### src/rtl/cc_player1_move_ctrl.sv
`default_nettype none
// ============================================================================
// Module   : cc_player1_move_ctrl
// Purpose  : Player-1 one-hot row position with single-step and hold-to-repeat
//            movement from active-low buttons, limited to bits 7..4.
// Option   : CC_PLAYER1_MOVECTRL_WRAP_EN - steps at a limit wrap to the other.
// Revision : 1.0 - initial release
// ============================================================================
module cc_player1_move_ctrl #(
  parameter int                   DATAWIDTH    = 8,
  parameter logic [DATAWIDTH-1:0] HOME_POS     = 8'b00100000,
  parameter logic [DATAWIDTH-1:0] LEFT_LIMIT   = 8'b10000000,
  parameter logic [DATAWIDTH-1:0] RIGHT_LIMIT  = 8'b00010000,
  parameter int                   CNT_WIDTH    = 24,
  parameter int                   REPEAT_DELAY = 12500000,
  parameter int                   REPEAT_RATE  = 5000000
) (
  input  logic                 CC_PLAYER1_MOVECTRL_CLOCK_50,
  input  logic                 CC_PLAYER1_MOVECTRL_RESET_InHigh,
  input  logic                 CC_PLAYER1_MOVECTRL_enable_InHigh,
  input  logic                 CC_PLAYER1_MOVECTRL_left_InLow,
  input  logic                 CC_PLAYER1_MOVECTRL_right_InLow,
  output logic [DATAWIDTH-1:0] CC_PLAYER1_MOVECTRL_position_OutBUS,
  output logic                 CC_PLAYER1_MOVECTRL_izquierda_OutLow,
  output logic                 CC_PLAYER1_MOVECTRL_derecha_OutLow,
  output logic                 CC_PLAYER1_MOVECTRL_moved_OutHigh
);

  localparam logic [1:0] c_ST_IDLE   = 2'd0;
  localparam logic [1:0] c_ST_HOLD   = 2'd1;
  localparam logic [1:0] c_ST_REPEAT = 2'd2;

  localparam logic c_DIR_LEFT  = 1'b1;
  localparam logic c_DIR_RIGHT = 1'b0;

  localparam logic [CNT_WIDTH-1:0] c_DELAY_M1  = CNT_WIDTH'(REPEAT_DELAY - 1);
  localparam logic [CNT_WIDTH-1:0] c_RATE_M1   = CNT_WIDTH'(REPEAT_RATE - 1);
  localparam logic [CNT_WIDTH-1:0] c_TIMER_ONE = CNT_WIDTH'(1);

  logic                 r_left_s1, r_left_s2, r_left_prev;
  logic                 r_right_s1, r_right_s2, r_right_prev;
  logic [1:0]           r_state;
  logic [CNT_WIDTH-1:0] r_timer;
  logic                 r_dir;
  logic [DATAWIDTH-1:0] r_pos;
  logic                 r_moved;

  logic                 w_left_held, w_right_held, w_left_press, w_right_press;
  logic                 w_own_held, w_opp_held;
  logic [1:0]           w_state_next;
  logic [CNT_WIDTH-1:0] w_timer_next;
  logic                 w_dir_next;
  logic                 w_step;
  logic [DATAWIDTH-1:0] w_pos_next;
  logic                 w_moved_next;

  assign w_left_held   = ~r_left_s2;
  assign w_right_held  = ~r_right_s2;
  assign w_left_press  = ~r_left_s2 & r_left_prev;
  assign w_right_press = ~r_right_s2 & r_right_prev;
  assign w_own_held    = (r_dir == c_DIR_LEFT) ? w_left_held  : w_right_held;
  assign w_opp_held    = (r_dir == c_DIR_LEFT) ? w_right_held : w_left_held;

  // Synchronizers run regardless of enable so a held button is never a press.
  always_ff @(posedge CC_PLAYER1_MOVECTRL_CLOCK_50) begin
    if (CC_PLAYER1_MOVECTRL_RESET_InHigh) begin
      r_left_s1    <= 1'b1;
      r_left_s2    <= 1'b1;
      r_left_prev  <= 1'b1;
      r_right_s1   <= 1'b1;
      r_right_s2   <= 1'b1;
      r_right_prev <= 1'b1;
      r_state      <= c_ST_IDLE;
      r_timer      <= '0;
      r_dir        <= c_DIR_RIGHT;
      r_pos        <= HOME_POS;
      r_moved      <= 1'b0;
    end else begin
      r_left_s1    <= CC_PLAYER1_MOVECTRL_left_InLow;
      r_left_s2    <= r_left_s1;
      r_left_prev  <= r_left_s2;
      r_right_s1   <= CC_PLAYER1_MOVECTRL_right_InLow;
      r_right_s2   <= r_right_s1;
      r_right_prev <= r_right_s2;
      r_state      <= w_state_next;
      r_timer      <= w_timer_next;
      r_dir        <= w_dir_next;
      r_pos        <= w_pos_next;
      r_moved      <= w_moved_next;
    end
  end

  always_comb begin
    w_state_next = r_state;
    w_timer_next = r_timer;
    w_dir_next   = r_dir;
    w_step       = 1'b0;
    if (!CC_PLAYER1_MOVECTRL_enable_InHigh) begin
      w_state_next = c_ST_IDLE;
      w_timer_next = '0;
    end else begin
      case (r_state)
        c_ST_IDLE: begin
          w_timer_next = '0;
          if (w_left_press && !w_right_held) begin
            w_step       = 1'b1;
            w_dir_next   = c_DIR_LEFT;
            w_state_next = c_ST_HOLD;
          end else if (w_right_press && !w_left_held) begin
            w_step       = 1'b1;
            w_dir_next   = c_DIR_RIGHT;
            w_state_next = c_ST_HOLD;
          end
        end
        c_ST_HOLD, c_ST_REPEAT: begin
          if (!w_own_held || w_opp_held) begin
            w_state_next = c_ST_IDLE;
            w_timer_next = '0;
          end else if (r_timer == ((r_state == c_ST_HOLD) ? c_DELAY_M1 : c_RATE_M1)) begin
            w_step       = 1'b1;
            w_timer_next = '0;
            w_state_next = c_ST_REPEAT;
          end else begin
            w_timer_next = r_timer + c_TIMER_ONE;
          end
        end
        default: begin
          w_state_next = c_ST_IDLE;
          w_timer_next = '0;
        end
      endcase
    end
  end

  // A blocked step at a limit keeps timing but leaves position and moved alone.
  always_comb begin
    w_pos_next = r_pos;
    if (w_step) begin
      if (w_dir_next == c_DIR_LEFT) begin
        if (r_pos != LEFT_LIMIT) w_pos_next = r_pos << 1;
`ifdef CC_PLAYER1_MOVECTRL_WRAP_EN
        else w_pos_next = RIGHT_LIMIT;
`endif
      end else begin
        if (r_pos != RIGHT_LIMIT) w_pos_next = r_pos >> 1;
`ifdef CC_PLAYER1_MOVECTRL_WRAP_EN
        else w_pos_next = LEFT_LIMIT;
`endif
      end
    end
    w_moved_next = (w_pos_next != r_pos);
  end

  assign CC_PLAYER1_MOVECTRL_position_OutBUS   = r_pos;
  assign CC_PLAYER1_MOVECTRL_moved_OutHigh     = r_moved;
  assign CC_PLAYER1_MOVECTRL_izquierda_OutLow  = ~(r_pos == LEFT_LIMIT);
  assign CC_PLAYER1_MOVECTRL_derecha_OutLow    = ~(r_pos == RIGHT_LIMIT);

endmodule
`default_nettype wire

### config.mk
export PLATFORM = sky130hd
export DESIGN_NAME = cc_player1_move_ctrl
export DESIGN_NICKNAME = d
export VERILOG_FILES = /design/src/rtl/cc_player1_move_ctrl.sv
export SDC_FILE = /design/constraint.sdc
export NUM_CORES = 1
export LEC_CHECK = 0
export ABC_CLOCK_PERIOD_IN_PS = 1850
export CAP_MARGIN = 10
export CORE_UTILIZATION = 43
export DETAILED_ROUTE_END_ITERATION = 10
export GPL_ROUTABILITY_DRIVEN = 0
export GPL_TIMING_DRIVEN = 0
export PLACE_DENSITY = 0.64
export SETUP_SLACK_MARGIN = 0.1
export SKIP_LAST_GASP = 1
export SLEW_MARGIN = 25
export SYNTH_ARGS = -nofsm -noshare
export SYNTH_HDL_FRONTEND = slang
export SYNTH_SLANG_ARGS = --single-unit
### constraint.sdc
create_clock -name CC_PLAYER1_MOVECTRL_CLOCK_50 -period 1.85 [get_ports CC_PLAYER1_MOVECTRL_CLOCK_50]
set_input_delay 0.2775 -clock CC_PLAYER1_MOVECTRL_CLOCK_50 [delete_from_list [all_inputs] [get_ports CC_PLAYER1_MOVECTRL_CLOCK_50]]
set_output_delay 0.2775 -clock CC_PLAYER1_MOVECTRL_CLOCK_50 [all_outputs]
set_load 0.02 [all_outputs]
==> results.md, run 1 <==
- FF-to-FF path depth: 6
- Area grow syn2layout: 32.9%
- Top post-synthesis cells by area: dfxtp_1, xor2_1, nor2_1
- Antenna cells: 0
- Switching Fraction: 0.245
- Top Ports: 16
- CTS Sinks: 42
- Max-Cap Viols: 0
- Peak supply drop: 0.000471 V
- Clk_lat worst skew: 300 ps
- Outcome: finished with violations
- Number of synthesized flops with an enable pin: 0
- Cell Area, Placed: 2370 um2
- Critical Path RT: 2040 ps
- RR Startpoint: r_timer[16]
- CTS Buf Count: 5
- Post-route insts no fill: 346
- Sequential-to-total area share from yosys stat: 0.398
- Synthesized area per cell: 8.79 um2
- Setup ws final: -82.7 ps
- Num rows: 25
- Fillers: 417
- Most common library cell in the layout ignoring fill and taps: dfxtp_1
- Tot GR Track Use: 0.199
- Pwr dens: 611 nW/um2
- Total grt overflow: 0
- Vias per cell: 5.51
- Placed insts: 322
- Hold depth: 1
- Hold Slack: 415 ps
- RSZ-0062 raised after global routing: true
- HPWL after DPL: 3150 um
- Distinct cells, synth: 50
- Via count: 1,905
- Min Tclk post-route: 1930 ps
- Area share of the largest cell type after synthesis: 0.398
- Highest routed layer: met4
- Worst min path class: register to register
- Antenna violations before repair: 0
- Post-route antenna net violation count: 0
- Avg WL per Cell: 14.4 um
- Total power: 1.71 mW
- Clock power share: 0.357
- Design Area, Final: 2810 um2
- Post-Synthesis Cells: 240
- Clock slew at reported path FFs: 80 ps
- Final hold viol count: 0
- Worst EP arrival: 2130 ps
- First-pass GRT wire length: 8110 um
- Met3 WL: 154 um
- Asr flop ratio synth: 0
- Clock tree buffer depth: 2
- Crit Path Class: register to register
- Combinational power share: 0.093
- WHS Endpoint: r_right_s2
- HP Start: r_right_s1
- Largest net degree at the start of global routing: 13
- DRC errors left: 0
- Total Nets Final: 287
- Layout cell share with drive strength beyond 1: 0.333
- DRT Wirelength: 4980 um
- Die X: 72.1 um
- Number of buffers added on ports: 15
- Max transition margin: 0.652
- Reg2Reg Setup Slack: -80 ps
- Worst Max-Slew Pin Slew: 519 ps
- Die H: 72.1 um
- Die ar.: 5190 um2
- Top_reg_cell synth: dfxtp_1
- CTS Root Cell: clkbuf_8
- Most frequent cells in the layout: dfxtp_1, nand2_1, nor2_1
- Violated checks: negative setup slack
- FF+latch count, synth: 42
- Max-slew violations: 0
- CP startpoint kind: register
- DR pass1 iterations: 4
- Iter 0 DRT Violations: 91
- Flop pwr share: 0.550
- Nature of the critical path endpoint: register
- Pleak: 0.983 nW
- P_int: 1.29 mW
- Max frequency: 517 MHz
- Mapped Area: 2110 um2
- Synth warn: 0
- Synth area leader: dfxtp_1
- Final setup fails: 25
- Core region area: 4720 um2
- H-tree depth: 2
- Vias in the first global route: 1,694
- Worst reg2reg path endpoint: CC_PLAYER1_MOVECTRL_position_OutBUS[4]
- Initial Utilization: 0.447
- Critical Path Fanout Max: 6
- Sw power: 0.419 mW
- Post-Syn Nets: 249
- Setup TNS: -1100 ps
- Routed length on met2: 2460 um
- WL met1: 2300 um
- Clk_skew: 9.52 ps
- CTS tree: yes
- Fin crit share: 1.04
state kept, by name, indices dropped and copies added (netlist names):
signal	flops
r_timer	24
r_left_s1	1
r_right_prev	1
r_dir	1
CC_PLAYER1_MOVECTRL_moved_OutHigh	1
r_right_s1	1
r_state	2
r_right_s2	1
CC_PLAYER1_MOVECTRL_position_OutBUS	8
r_left_prev	1
r_left_s2	1
worst max-delay path, cell delays in order, from the launching register on:
cell      delay [ps]
dfxtp_2          330
or4b_4           540
nor4_4           240
o2111a_2         350
buf_4            130
nor3_1            30
o21a_1           200
metal layers:
| layer | track usage | vias up |
|---|---|---|
| li1 | - | 955 |
| met1 | 0.256 | 909 |
| met4 | 0.0588 | 0 |
| met5 | 0 | - |
| met2 | 0.337 | 34 |
| met3 | 0.0417 | 7 |
power by group through the flow:
stage          Combinational (mW)  Clock (mW)  Sequential (mW)
4_1_cts                     0.153       0.630            0.940
5_1_grt                     0.173       0.670            0.945
3_3_place_gp                0.136           0            0.963
6_report                    0.159       0.612            0.942
3_5_place_dp                0.137           0            0.963
2_1_floorplan              0.0830           0            0.968
worst max-delay path by stage:
stage / endpoint / startpoint / slack (ps)
3_5_place_dp: CC_PLAYER1_MOVECTRL_moved_OutHigh / CC_PLAYER1_MOVECTRL_enable_InHigh / -330
2_1_floorplan: r_state[0] / r_timer[16] / 70
4_1_cts: CC_PLAYER1_MOVECTRL_position_OutBUS[6] / r_timer[16] / -60
5_1_grt: r_timer[12] / r_timer[16] / -150
3_3_place_gp: CC_PLAYER1_MOVECTRL_moved_OutHigh / CC_PLAYER1_MOVECTRL_enable_InHigh / -350
6_report: CC_PLAYER1_MOVECTRL_position_OutBUS[4] / r_timer[16] / -80
synthesized netlist by cell type, drive strengths merged (3+ instances only):
cell,count
nor2,30
nand2,22
buf,5
inv,8
o21ai,4
nand3,10
and4,4
nor4,3
nand4b,3
or3,3
a311oi,4
o21a,3
ha,4
o211ai,3
nand4,12
xnor2,5
nor3,7
or2,6
dfxtp,42
and2,5
and3,4
a21oi,8
clkbuf,3
xor2,15
kinds of logic after synthesis:
kind of cell	after synthesis	synth area share
DFF	42	0.398
and+or+nand+nor	120	0.314
muxes	1	0.00474
AOI/OAI and AO/OA	37	0.140
xor gates and xnor gates	20	0.0830
buffers and inverters	16	0.0367
adders and majority gates	4	0.0237
stage by stage:
stage               setup slack [ps]  utilization
detailed placement              -332        0.502
global placement                -346        0.502
floorplan                       72.3            -
CTS                            -55.1        0.563
global route                    -151        0.594
finish                         -82.7        0.594
repair_timing:
item | CTS | global route
gates cloned | 0 | 2
hold buffers | 0 | 0
buffers inserted | 10 | 5
pin swaps | 20 | 14
endpoints found under the hold margin | 0 | 0
gates resized for setup | 41 | 34
endpoints found under the setup margin | 38 | 39
cell type report:
class	instances	area (um2)	share of cell area
multi-input cells	182	1390	0.494
flip-flops and latches	42	862	0.307
repair buffers	31	285	0.102
clock buffers	7	86.3	0.0308
well taps	67	83.8	0.0299
plain buffers	8	67.6	0.0241
inverters	8	30.0	0.0107
clock inverters	1	5.00	0.00178
No activity file was read; power rests on OpenSTA's default activity.
==> run 2, diff against run 1 <==
--- a/config.mk
+++ b/config.mk
@@ -8,6 +8,7 @@
 export ABC_CLOCK_PERIOD_IN_PS = 1850
 export CAP_MARGIN = 10
 export CORE_UTILIZATION = 43
+export CTS_CLUSTER_SIZE = 16
 export DETAILED_ROUTE_END_ITERATION = 10
 export GPL_ROUTABILITY_DRIVEN = 0
 export GPL_TIMING_DRIVEN = 0
==> results of run 2 <==
No change in the layout: final DEF, timing and power equal those of run 1.
==> run 3, diff against run 2 <==
--- a/config.mk
+++ b/config.mk
@@ -7,6 +7,7 @@
 export LEC_CHECK = 0
 export ABC_CLOCK_PERIOD_IN_PS = 1850
 export CAP_MARGIN = 10
+export CORE_MARGIN = 4
 export CORE_UTILIZATION = 43
 export CTS_CLUSTER_SIZE = 16
 export DETAILED_ROUTE_END_ITERATION = 10
==> results.md, run 3 (same netlist as run 1, synthesis figures left out) <==
- Crit-path cells: or4b_4 > nor4_4 > buf_4 > o2111a_2 > nor3_1 > a311oi_1
- Clk_skew: 6.04 ps (-3.47 ps)
- Switching Fraction: 0.246 (+0.00177)
- Antenna violations before repair: 0 (unchanged)
- Peak supply drop: 0.000362 V (-23%)
- Core region area: 4750 um2 (+0.66%)
- CTS tree: yes
- Max frequency: 519 MHz (+0.31%)
- CP startpoint kind: register
- Nature of the critical path endpoint: register
- Cts hold-fix bufs: 0 (unchanged)
- Post-route insts no fill: 345 (-0.29%)
- RSZ-0062 raised after global routing: true
- Iter 0 DRT Violations: 154 (+69%)
- Biggest register: r_timer
- Top Ports: 16 (unchanged)
- Area grow syn2layout: 30.7%
- Number of buffers added on ports: 15 (unchanged)
- Clock slew at reported path FFs: 80 ps (about the same)
- Pre-CTS setup slack: -306 ps (+25.7 ps)
- Via count: 1,852 (-2.8%)
- Slowest stage delay, CP: 540 ps (about the same)
- Pleak: 0.943 nW (-4.1%)
- Max stage delay cell, worst path: or4b_4
- HPWL after DPL: 3170 um (+0.69%)
- Violated checks: negative setup slack
- Clock power share: 0.360 (+0.003)
- Outcome: finished with violations
- CTS Sinks: 42 (unchanged)
- Setup ws final: -76.7 ps (+6.00 ps)
- P_int: 1.29 mW (-0.29%)
- Die X: 78.1 um (+8.3%)
- Final setup fails: 10 (-60%)
- Placed insts: 322 (unchanged)
- Clk_lat worst skew: 290 ps (about the same)
- CTS Buf Count: 5 (unchanged)
- Critical Path RT: 2050 ps (about the same)
- Min Tclk post-route: 1930 ps (-6.00 ps)
- Total Nets Final: 286 (-0.35%)
- Number of flip-flops in the largest register: 24 (unchanged)
- Most common library cell in the layout ignoring fill and taps: dfxtp_1
- Vias in the first global route: 1,688 (-0.35%)
- Max transition margin: 0.625 (-0.0270)
- Largest net degree at the start of global routing: 13 (unchanged)
- Total grt overflow: 0 (unchanged)
- Vias per cell: 5.37 (-2.5%)
- Pwr dens: 621 nW/um2 (+1.6%)
- Cell family with most CP delay: simple AND/OR/NAND/NOR gates
- Fin crit share: 1.04 (-0.00324)
- DR pass1 iterations: 5 (+1)
- Worst min path class: register to register
- Most frequent cells in the layout: dfxtp_1, nand2_1, nor2_1
- DRT Wirelength: 4780 um (-4.0%)
- Avg WL per Cell: 13.8 um (-3.7%)
- Worst Max-Slew Pin Slew: 559 ps (+40.3 ps)
- Fillers: 446 (+7.0%)
- Critical Path Fanout Max: 6 (unchanged)
- CTS Root Cell: clkbuf_8
- H-tree depth: 2 (unchanged)
- Post-route antenna net violation count: 0 (unchanged)
- Flop pwr share: 0.550 (about the same)
- Layout cell share with drive strength beyond 1: 0.327 (-0.00600)
- Max-slew violations: 0 (unchanged)
- Initial Utilization: 0.444 (-0.00294)
- Max-Cap Viols: 0 (unchanged)
- Antenna cells: 0 (unchanged)
- Worst path buffer plus inverter count: 1 (unchanged)
- DRC errors left: 0 (unchanged)
- Crit Path Class: register to register
- Sw power: 0.422 mW (+0.67%)
- First-pass GRT wire length: 8220 um (+1.4%)
- Die ar.: 6090 um2 (+17%)
- Combinational power share: 0.090 (-0.003)
- Final hold viol count: 0 (unchanged)
- Clock tree buffer depth: 2 (unchanged)
- Num rows: 25 (unchanged)
- Die H: 78.1 um (+8.3%)
- Worst EP arrival: 2130 ps (about the same)
- Hold Slack: 411 ps (-4.09 ps)
- Tot GR Track Use: 0.167 (-0.0324)
run 3: worst paths after layout:
| check | startpoint | endpoint | slack (ps) | depth (start not counted) |
|---|---|---|---|---|
| worst max-delay path | r_timer[16] | CC_PLAYER1_MOVECTRL_position_OutBUS[2] | -80 | 6 |
| worst min register to register | r_right_s1 | r_right_s2 | 410 | 1 |
| worst min-delay path | r_right_s1 | r_right_s2 | 410 | 1 |
| worst max register to register | r_timer[16] | CC_PLAYER1_MOVECTRL_position_OutBUS[2] | -80 | 6 |
run 3: final cells by class:
cell class | instances | area, um2 | area share
Buffer | 8 | 60.1 | 0.0218
Clock inverter | 1 | 5.00 | 0.00181
Clock buffer | 7 | 86.3 | 0.0313
Multi-Input combinational cell | 182 | 1350 | 0.490
Timing Repair Buffer | 30 | 278 | 0.101
Inverter | 8 | 30.0 | 0.0109
Tap cell | 67 | 83.8 | 0.0304
Sequential cell | 42 | 865 | 0.313
run 3: what timing repair did:
item	4_1_cts	5_1_grt
pin swaps	36	11
gates resized for setup	48	18
gates cloned	2	0
buffers inserted	12	1
endpoints found under the setup margin	38	40
run 3: routing by layer:
layer,routed length (um),track usage,vias to the layer above
met5,0,0,-
met4,74,0.0629,0
met3,161,0.0413,6
met2,2170,0.264,37
met1,2370,0.220,860
li1,-,-,949
run 3: power by group through the flow:
| stage | Sequential (mW) | Clock (mW) | Combinational [mW] |
|---|---|---|---|
| finish | 0.941 | 0.617 | 0.154 |
| global route | 0.944 | 0.670 | 0.168 |
| CTS | 0.939 | 0.635 | 0.151 |
| detailed placement | 0.963 | 0 | 0.137 |
| global placement | 0.963 | 0 | 0.137 |
| floorplan | 0.968 | 0 | 0.0830 |
run 3: through the flow:
stage	instance area, um2	power, mW	TNS (ps)	utilization
after floorplan	2140	1.05	0	-
after global placement	2370	1.10	-6130	0.499
after detailed placement	2370	1.10	-6510	0.499
after CTS	2700	1.73	-260	0.568
after global routing	2760	1.78	-2980	0.580
final	2760	1.71	-354	0.580
